[config.mk]
export PLATFORM = sky130hd
export DESIGN_NAME = code_sequencer
export DESIGN_NICKNAME = d
export VERILOG_FILES = /design/src/rtl/code_seq_pkg.sv /design/src/rtl/btn_sync_edge.sv /design/src/rtl/code_sequencer.sv
export SDC_FILE = /design/constraint.sdc
export NUM_CORES = 1
export LEC_CHECK = 0
export CORE_ASPECT_RATIO = 1.1
export CORE_MARGIN = 4
export CORE_UTILIZATION = 42
export CTS_CLUSTER_DIAMETER = 50
export CTS_CLUSTER_SIZE = 40
export DETAILED_ROUTE_END_ITERATION = 8
export PLACE_DENSITY = 0.63
export SETUP_SLACK_MARGIN = 0.4
export SLEW_MARGIN = 20
export SYNTH_ARGS = -nofsm -noshare
export SYNTH_HDL_FRONTEND = slang
export SYNTH_SLANG_ARGS = --single-unit
[constraint.sdc]
create_clock -name clk -period 1.99 [get_ports clk]
set_input_delay 0.2985 -clock clk [delete_from_list [all_inputs] [get_ports clk]]
set_output_delay 0.2985 -clock clk [all_outputs]
set_load 0.005 [all_outputs]
[src/rtl/code_seq_pkg.sv]
// -----------------------------------------------------------------------------
// code_seq_pkg
// Shared definitions for the character-code sequencer and its consumers
// (decoder_7seg imports CODE_W from here as well).
//   state_t   : FSM state encoding reported on code_sequencer.state
//   CODE_W    : width of the character code
//   next_code : one up/down step of the code, wrapping modulo 2**CODE_W
// -----------------------------------------------------------------------------
package code_seq_pkg;

  localparam int CODE_W = 2;

  typedef enum logic [1:0] {
    ST_IDLE  = 2'b00,
    ST_RUN   = 2'b01,
    ST_PAUSE = 2'b10
  } state_t;

  // dir=0 counts up, dir=1 counts down; natural overflow gives the wrap.
  function automatic logic [CODE_W-1:0] next_code(input logic [CODE_W-1:0] cur,
                                                  input logic              down);
    logic [CODE_W-1:0] res;
    if (down) res = cur - 1'b1;
    else      res = cur + 1'b1;
    return res;
  endfunction

endpackage

[src/rtl/btn_sync_edge.sv]
// -----------------------------------------------------------------------------
// btn_sync_edge
// Brings a raw asynchronous pushbutton into the clk domain through a 2-flop
// synchroniser and produces a single-cycle pulse on each synchronised rise.
// Holding the button high yields exactly one pulse.
// Ports:
//   clk      in   system clock, rising edge
//   resetn   in   asynchronous active-low reset (all flops cleared)
//   async_in in   raw active-high button level
//   pulse    out  one-cycle high on a synchronised 0->1 transition
// -----------------------------------------------------------------------------
module btn_sync_edge (
  input  logic clk,
  input  logic resetn,
  input  logic async_in,
  output logic pulse
);

  logic r_sync1;
  logic r_sync2;
  logic r_prev;

  always_ff @(posedge clk or negedge resetn) begin
    if (!resetn) begin
      r_sync1 <= 1'b0;
      r_sync2 <= 1'b0;
      r_prev  <= 1'b0;
    end else begin
      r_sync1 <= async_in;
      r_sync2 <= r_sync1;
      r_prev  <= r_sync2;
    end
  end

  // Combinational from registered terms: a button first sampled at edge N
  // raises the pulse after edge N+1, so the consumer acts at edge N+2.
  assign pulse = r_sync2 & ~r_prev;

endmodule

[src/rtl/code_sequencer.sv]
// -----------------------------------------------------------------------------
// code_sequencer
// Generates the 2-bit character code for decoder_7seg. In RUN the code steps
// once every DIV_MAX+1 clocks; while paused it steps once per button press.
// Direction is sampled at each step. All outputs are registered.
// Parameters:
//   DIV_WIDTH  width of the prescaler counter
//   DIV_MAX    prescaler terminal count (must be < 2**DIV_WIDTH; 0 = every clock)
// Ports:
//   clk       in   system clock, rising edge
//   resetn    in   asynchronous active-low reset
//   run_sw    in   1 = auto-step, 0 = pause (synchronous level)
//   step_btn  in   raw asynchronous pushbutton, single step while paused
//   dir       in   0 = up, 1 = down (synchronous)
//   code      out  character code
//   tick      out  high in the first cycle code shows a new value
//   state     out  FSM state: 00 IDLE, 01 RUN, 10 PAUSE
// -----------------------------------------------------------------------------
module code_sequencer
  import code_seq_pkg::*;
#(
  parameter int DIV_WIDTH = 26,
  parameter int DIV_MAX   = 49999999
) (
  input  logic              clk,
  input  logic              resetn,
  input  logic              run_sw,
  input  logic              step_btn,
  input  logic              dir,
  output logic [CODE_W-1:0] code,
  output logic              tick,
  output logic [1:0]        state
);

  localparam logic [DIV_WIDTH-1:0] LP_DIV_MAX = DIV_WIDTH'(DIV_MAX);

  state_t              r_state;
  state_t              w_state_next;
  logic [DIV_WIDTH-1:0] r_presc;
  logic [DIV_WIDTH-1:0] w_presc_next;
  logic [CODE_W-1:0]   r_code;
  logic [CODE_W-1:0]   w_code_next;
  logic                r_tick;
  logic                w_do_step;
  logic                w_step_edge;

  btn_sync_edge u_btn (
    .clk      (clk),
    .resetn   (resetn),
    .async_in (step_btn),
    .pulse    (w_step_edge)
  );

  // Prescaler defaults to 0 so every path out of RUN, and every non-RUN
  // state, leaves it cleared; only RUN advances it.
  always_comb begin
    w_state_next = r_state;
    w_presc_next = '0;
    w_do_step    = 1'b0;
    case (r_state)
      ST_IDLE: begin
        // run_sw has priority: a coincident button pulse is dropped.
        if (run_sw) begin
          w_state_next = ST_RUN;
        end else if (w_step_edge) begin
          w_state_next = ST_PAUSE;
          w_do_step    = 1'b1;
        end
      end
      ST_RUN: begin
        // Leaving RUN never steps, even on the terminal count.
        if (!run_sw) begin
          w_state_next = ST_PAUSE;
        end else if (r_presc == LP_DIV_MAX) begin
          w_do_step = 1'b1;
        end else begin
          w_presc_next = r_presc + 1'b1;
        end
      end
      ST_PAUSE: begin
        if (run_sw) begin
          w_state_next = ST_RUN;
        end else if (w_step_edge) begin
          w_do_step = 1'b1;
        end
      end
      default: begin
        w_state_next = ST_IDLE;
      end
    endcase
  end

  assign w_code_next = w_do_step ? next_code(r_code, dir) : r_code;

  always_ff @(posedge clk or negedge resetn) begin
    if (!resetn) begin
      r_state <= ST_IDLE;
      r_presc <= '0;
      r_code  <= '0;
      r_tick  <= 1'b0;
    end else begin
      r_state <= w_state_next;
      r_presc <= w_presc_next;
      r_code  <= w_code_next;
      r_tick  <= w_do_step;
    end
  end

  assign code  = r_code;
  assign tick  = r_tick;
  assign state = r_state;

endmodule
==> impl_metrics.ini <==
[run_status]
outcome = finished with violations
violations = setup timing

[route]
viasPerCell = 5.685
drc = 0
routed_wl_um = 3741
wire_per_inst_um = 15.52
ant_nets = 0
first_iter_violations = 97
vias = 1370
first_pass_iters = 4

[layout]
diodes = 0
finish.net_count = 196
syn_to_final_growth_pct = 22.09
final_common_cell = dfrtp_1
final_util = 0.5503
drive_above_1_share = 0.1990
final_cell_mix = dfrtp_1 (32), nor2_1 (15), buf_4 (12), nand3_1 (10)

[die]
dieHeight_um = 74.71
io_pins = 10
die-area_um2 = 5128
start_util = 0.4507
rows = 23
die_w_um = 68.65
core_region_area_um2 = 3770

[synthesis]
yosysWarnings = 0
seq_area_frac_synth = 0.5007
syn_area_um2 = 1699
synth_fp_nets = 175
postSynthCellCount = 169
syn_avg_cell_area_um2 = 10.05
ys_types = 35
synth-seq-cells = 34

[min_path]
hold_class = flip-flop to flip-flop
min_path_cells = 0

[global_routing]
grt_pass1_vias = 1452
grt_max_degree = 35
antenna_found_initial = 0
grt_overflow = 0
grt_pass1_wl_um = 6637
track_usage = 0.1740

[critical_path]
critPathBufInv = 1
r2r_cells = 5
critPathTopFamily = simple AND/OR/NAND/NOR gates
start_kind = flip-flop
worst-endpoint-required_ns = 2.14
crit_slowest_cell = or4_4
crit_path_max_fanout = 26
cp.arrival_ns = 2.19
crit_type = flip-flop to flip-flop
cp_slowest_stage_delay_ns = 0.53
end_kind = flip-flop
crit_cells = 5
crit_chain = or4b_1, or4_4, o2111ai_4, buf_12, a21oi_1

[timing]
period_minus_slack_ns = 2.040
fin_ws_ns = -0.05002
relSlewSlack = 0.6967
tightest_slew_ns = 0.4537
finalSetupViolCount = 26
fmax_mhz = 490.2
fin_crit_sh = 1.025
hold_violations = 0
rsz0062_at_grt = yes
finClkSkew_ns = 0.009028
drv_slew = 0

[clock_network]
cts_max_path_buffers = 2
cts_num_sinks = 34
clk_pin_slew_ns = 0.07
cts_hold_buf = 0
cts_root_buffer = clkbuf_8
worstSkewPairLatency_ns = 0.28
cts-buffers-inserted = 5
h-tree-depth = 2
cts_tree = done

[power]
p_leak_nw = 0.7662
combPwrFrac = 0.095
swShare = 0.2244
clkPwrFrac = 0.398
power.density_nw_per_um2 = 707.8
switching_power_w = 0.0003295
internal_power_w = 0.001139
ir_drop_uv = 366.6
pwr-share-seq = 0.507

[place]
port-buffer-count = 9
gp_congestion = 0.8009
dp_hpwl_um = 2606
pre_cts_slack_ns = -0.1114

[flow_run]
maxCapViolations = 0
## cell type report
type,instances,area (um2)
repair buffers,22,200.2
clock buffers,8,110.1
flip-flops and latches,34,853.3
fillers,354,1695
well taps,50,62.56
inverters,4,15.01
multi-input cells,123,833.3
## cell families after synthesis
family	after synthesis	share of synthesized area
flip-flops	34	0.5007
buffers and inverters	12	0.03534
AND/OR/NAND/NOR	78	0.2658
XOR/XNOR	14	0.07217
AO/OA/AOI/OAI	30	0.1186
adder cells (fa/ha/maj)	1	0.007363
## cells in the mapped netlist
library cell  number  share of area
nor4bb_1           1         0.0059
o41ai_1            2          0.010
xnor2_1            5          0.026
and4b_1            1         0.0059
nand2_1            9          0.020
and4_1             3          0.015
and3_2             1         0.0044
nor2_1            15          0.033
xor2_1             9          0.046
or2_2              1         0.0037
ha_1               1         0.0074
inv_1              4         0.0088
a21boi_0           1         0.0044
and3_1             1         0.0037
o31ai_1            6          0.027
nor4b_1            1         0.0052
nor2b_1            1         0.0037
a21oi_1           13          0.038
and2_1             3          0.011
or3_1              4          0.015
o21ai_0            5          0.015
a211oi_1           1         0.0044
nor3_1             6          0.018
dfrtp_1           34           0.50
buf_6              2          0.013
nand4b_1           2          0.010
or4_4              1         0.0066
o2111ai_4          1          0.015
o211ai_1           1         0.0044
nand4_1            8          0.029
or4b_1             1         0.0059
or4b_2             1         0.0059
nand3_1           11          0.032
clkbuf_1           6          0.013
or4_1              7          0.031
## routing by layer
layer	vias up	global-route usage	wire [um]
met1	670	0.2221	1628
met4	0	0.06402	53
met5	-	0	0
li1	664	-	-
met3	7	0.03582	126
met2	29	0.2895	1933
## per-stage QoR
step	power (W)	std cells	instance area, um2	hold slack (ns)	setup TNS [ns]
floorplan	0.0008085	169	1710	0.002909	-1.617
global placement	0.0008821	231	1913	0.3382	-0.7956
detailed placement	0.0008916	231	1913	0.3426	-2.027
global route	0.001543	241	2074	0.3802	-2.976
CTS	0.001479	241	2051	0.3580	-0.6797
finish	0.001468	241	2074	0.3550	-0.7316
## final timing paths
kind                       slack [ns]                       to               startpoint
max reg2reg                     -0.05    r_presc[19]$_DFF_PN0_    r_presc[10]$_DFF_PN0_
min reg2reg                      0.36  u_btn.r_sync2$_DFF_PN0_  u_btn.r_sync1$_DFF_PN0_
max                             -0.05    r_presc[19]$_DFF_PN0_    r_presc[10]$_DFF_PN0_
min                              0.36  u_btn.r_sync2$_DFF_PN0_  u_btn.r_sync1$_DFF_PN0_
max in group asynchronous        1.23     state[1]$_DFFE_PN0P_                   resetn
min in group asynchronous        0.43    r_presc[18]$_DFF_PN0_                   resetn
## state kept, by name, indices dropped and copies added, names as in the netlist
name / cells
r_presc: 26
code: 2
state: 2
tick: 1
u_btn.r_prev: 1
u_btn.r_sync1: 1
u_btn.r_sync2: 1
## what timing repair did
item / 4_1_cts / 5_1_grt
pin swaps: 3 / 1
resized for setup: 4 / 7
buffers inserted: 2 / 0
endpoints found under the setup margin: 30 / 30
## power groups by stage
stage          clock [W]  sequential, W  combinational (W)
2_1_floorplan          0       0.000752          0.0000561
3_3_place_gp           0       0.000752           0.000130
3_5_place_dp           0       0.000754           0.000138
4_1_cts         0.000598       0.000743           0.000138
5_1_grt         0.000640       0.000747           0.000155
6_report        0.000584       0.000744           0.000140
(Power assumes the default switching activity.)
==> patch (same flow settings) <==
Reset style: synchronous (`resetn`), changed in 2 clocked blocks. Comments in the files are not updated.
--- a/src/rtl/btn_sync_edge.sv
+++ b/src/rtl/btn_sync_edge.sv
@@ -20,7 +20,7 @@
   logic r_sync2;
   logic r_prev;
 
-  always_ff @(posedge clk or negedge resetn) begin
+  always_ff @(posedge clk) begin
     if (!resetn) begin
       r_sync1 <= 1'b0;
       r_sync2 <= 1'b0;
--- a/src/rtl/code_sequencer.sv
+++ b/src/rtl/code_sequencer.sv
@@ -92,7 +92,7 @@
 
   assign w_code_next = w_do_step ? next_code(r_code, dir) : r_code;
 
-  always_ff @(posedge clk or negedge resetn) begin
+  always_ff @(posedge clk) begin
     if (!resetn) begin
       r_state <= ST_IDLE;
       r_presc <= '0;
Check against the original RTL: differs if resetn is asserted again (counterexample within 4 cycles, from zero or initial values and one cycle with resetn low); with resetn held inactive, the same outputs for 10 cycles.
==> patch against the original RTL <==
- count of clock-buffer cells in the layout is 1 lower
- sequential power down 4.3%
- area after synthesis fell by 5.3%
- sequential cell count is the same
- via count up 17%
- setup slack improved by 290 ps
- clock power decreased by 11%
- non-clock buffer count is 29 higher
- global-route usage increased by 2.2 points
- power is 8.1% lower
- final area up 15%
- routed wire length up 16%
- sequential share of layout area shrank 11 points
- critical path type unchanged
- largest cell class is now multi-input gates
- highest routed layer unchanged
==> patch: results <==
[layout]
inverters = 5
buffer_area_share_pct = 18.32
layout.nets = 242
n_antenna_cell = 0
largest_reg_flops = 26
clk_share_pct = 3.832
multi_input_cells = 139
ff_latch_area_um2 = 726.9
num-nonclk-buffers = 51
drive_gt1_share_pct = 43.04
largest_cell_class = "multi-input gates"
final.clkbuf_count = 7
multi_input_area_um2 = 1047
fill_cells = 319

[setup_path]
critical_path_arrival_ps = 1980
slowest_delay_ps = 590
crit_fanout = 7

[clock_network]
clk_path_buf_depth = 2
clk_latency_ps = 290

[global_routing]
track_usage_pct = 19.55
gr-usage-met1_pct = 22.41
grt_util_met2_pct = 32.86
grt_pass1_vias = 1577
grt_pass1_wl_um = 7224
grt_max_degree = 15
grt_util_met3_pct = 5.393

[synth]
netlist-cell-type-count = 36
syn_nets = 191
synth_most_common_cell = "dfxtp_1"
netlist_top_cells_area = "dfxtp_1 42%, xnor2_1 6.0%, nor2_1 4.7%, a21oi_1 3.4%, or4_1 3.3%"
ys_seq_area_share_pct = 42.30
synth_commonest_cells = "34 x dfxtp_1, 20 x nor2_1, 11 x a21oi_1, 11 x xnor2_1, 10 x nand2_1"
async_flop_share_pct = 0

[place]
dp_hpwl_um = 2410
globalplace.congestion = 0.7694

[detailed_routing]
first_iter_violations = 96
route.met3.wl_um = 149
viasPerCell = 5.596
wl_met2_um = 2228
finalWirelength_um = 4347
wl_met1_um = 1840

[sta]
tightest_slew_ps = 374.6
fin_skew_ps = 1.308

[power]
leakage_uw = 0.0007883
ir_drop_v = 0.0003288

[run_status]
status = "complete, no violations"
[patch: power by group]
part,switching [uW],internal [uW]
registers,25.3,686
clock network,243,279
logic,43.2,73.7
[patch: cell families (layout without fill, tap and decap cells)]
kind of cell / count (synthesis) / count (layout) / synth area share [%]
buf+inv: 13 / 64 / 4.043
compound gates: 27 / 28 / 10.26
simple gates: 95 / 95 / 34.45
fa+ha+maj: 1 / 1 / 0.7775
xor+xnor: 15 / 15 / 8.164
flops: 34 / 34 / 42.30
[patch: critical path: cells and delay by family, from the launching register on]
family,cells,cell delay [ps]
simple gates,3,1210
flops,1,360
compound gates,1,120
[patch: stage by stage]
stage,util (%),area [um2],instances,power (uW),setup slack [ps]
6_report,65.22,2384,287,1350,237.5
5_1_grt,65.22,2384,287,1408,183.8
4_1_cts,61.01,2230,282,1361,225.2
3_5_place_dp,49.30,1802,244,837.7,12.32
3_3_place_gp,49.30,1802,244,831.4,60.93
2_1_floorplan,-,1643,185,780.7,215.0
[patch: final timing paths]
kind	startpoint	to	slack, ps	cells past startpoint
max	r_presc[9]$_SDFF_PP0_	r_presc[21]$_SDFF_PP0_	240	4
min	u_btn.r_sync1$_SDFF_PN0_	u_btn.r_sync2$_SDFF_PN0_	440	1
max reg2reg	r_presc[9]$_SDFF_PP0_	r_presc[21]$_SDFF_PP0_	240	4
min reg2reg	u_btn.r_sync1$_SDFF_PN0_	u_btn.r_sync2$_SDFF_PN0_	440	1
[patch: repair_timing]
item | 4_1_cts | 5_1_grt
pin swaps | 22 | 20
buffers inserted | 29 | 5
cloned | 1 | 0
setup endpoints to repair | 29 | 30
gates resized for setup | 30 | 30
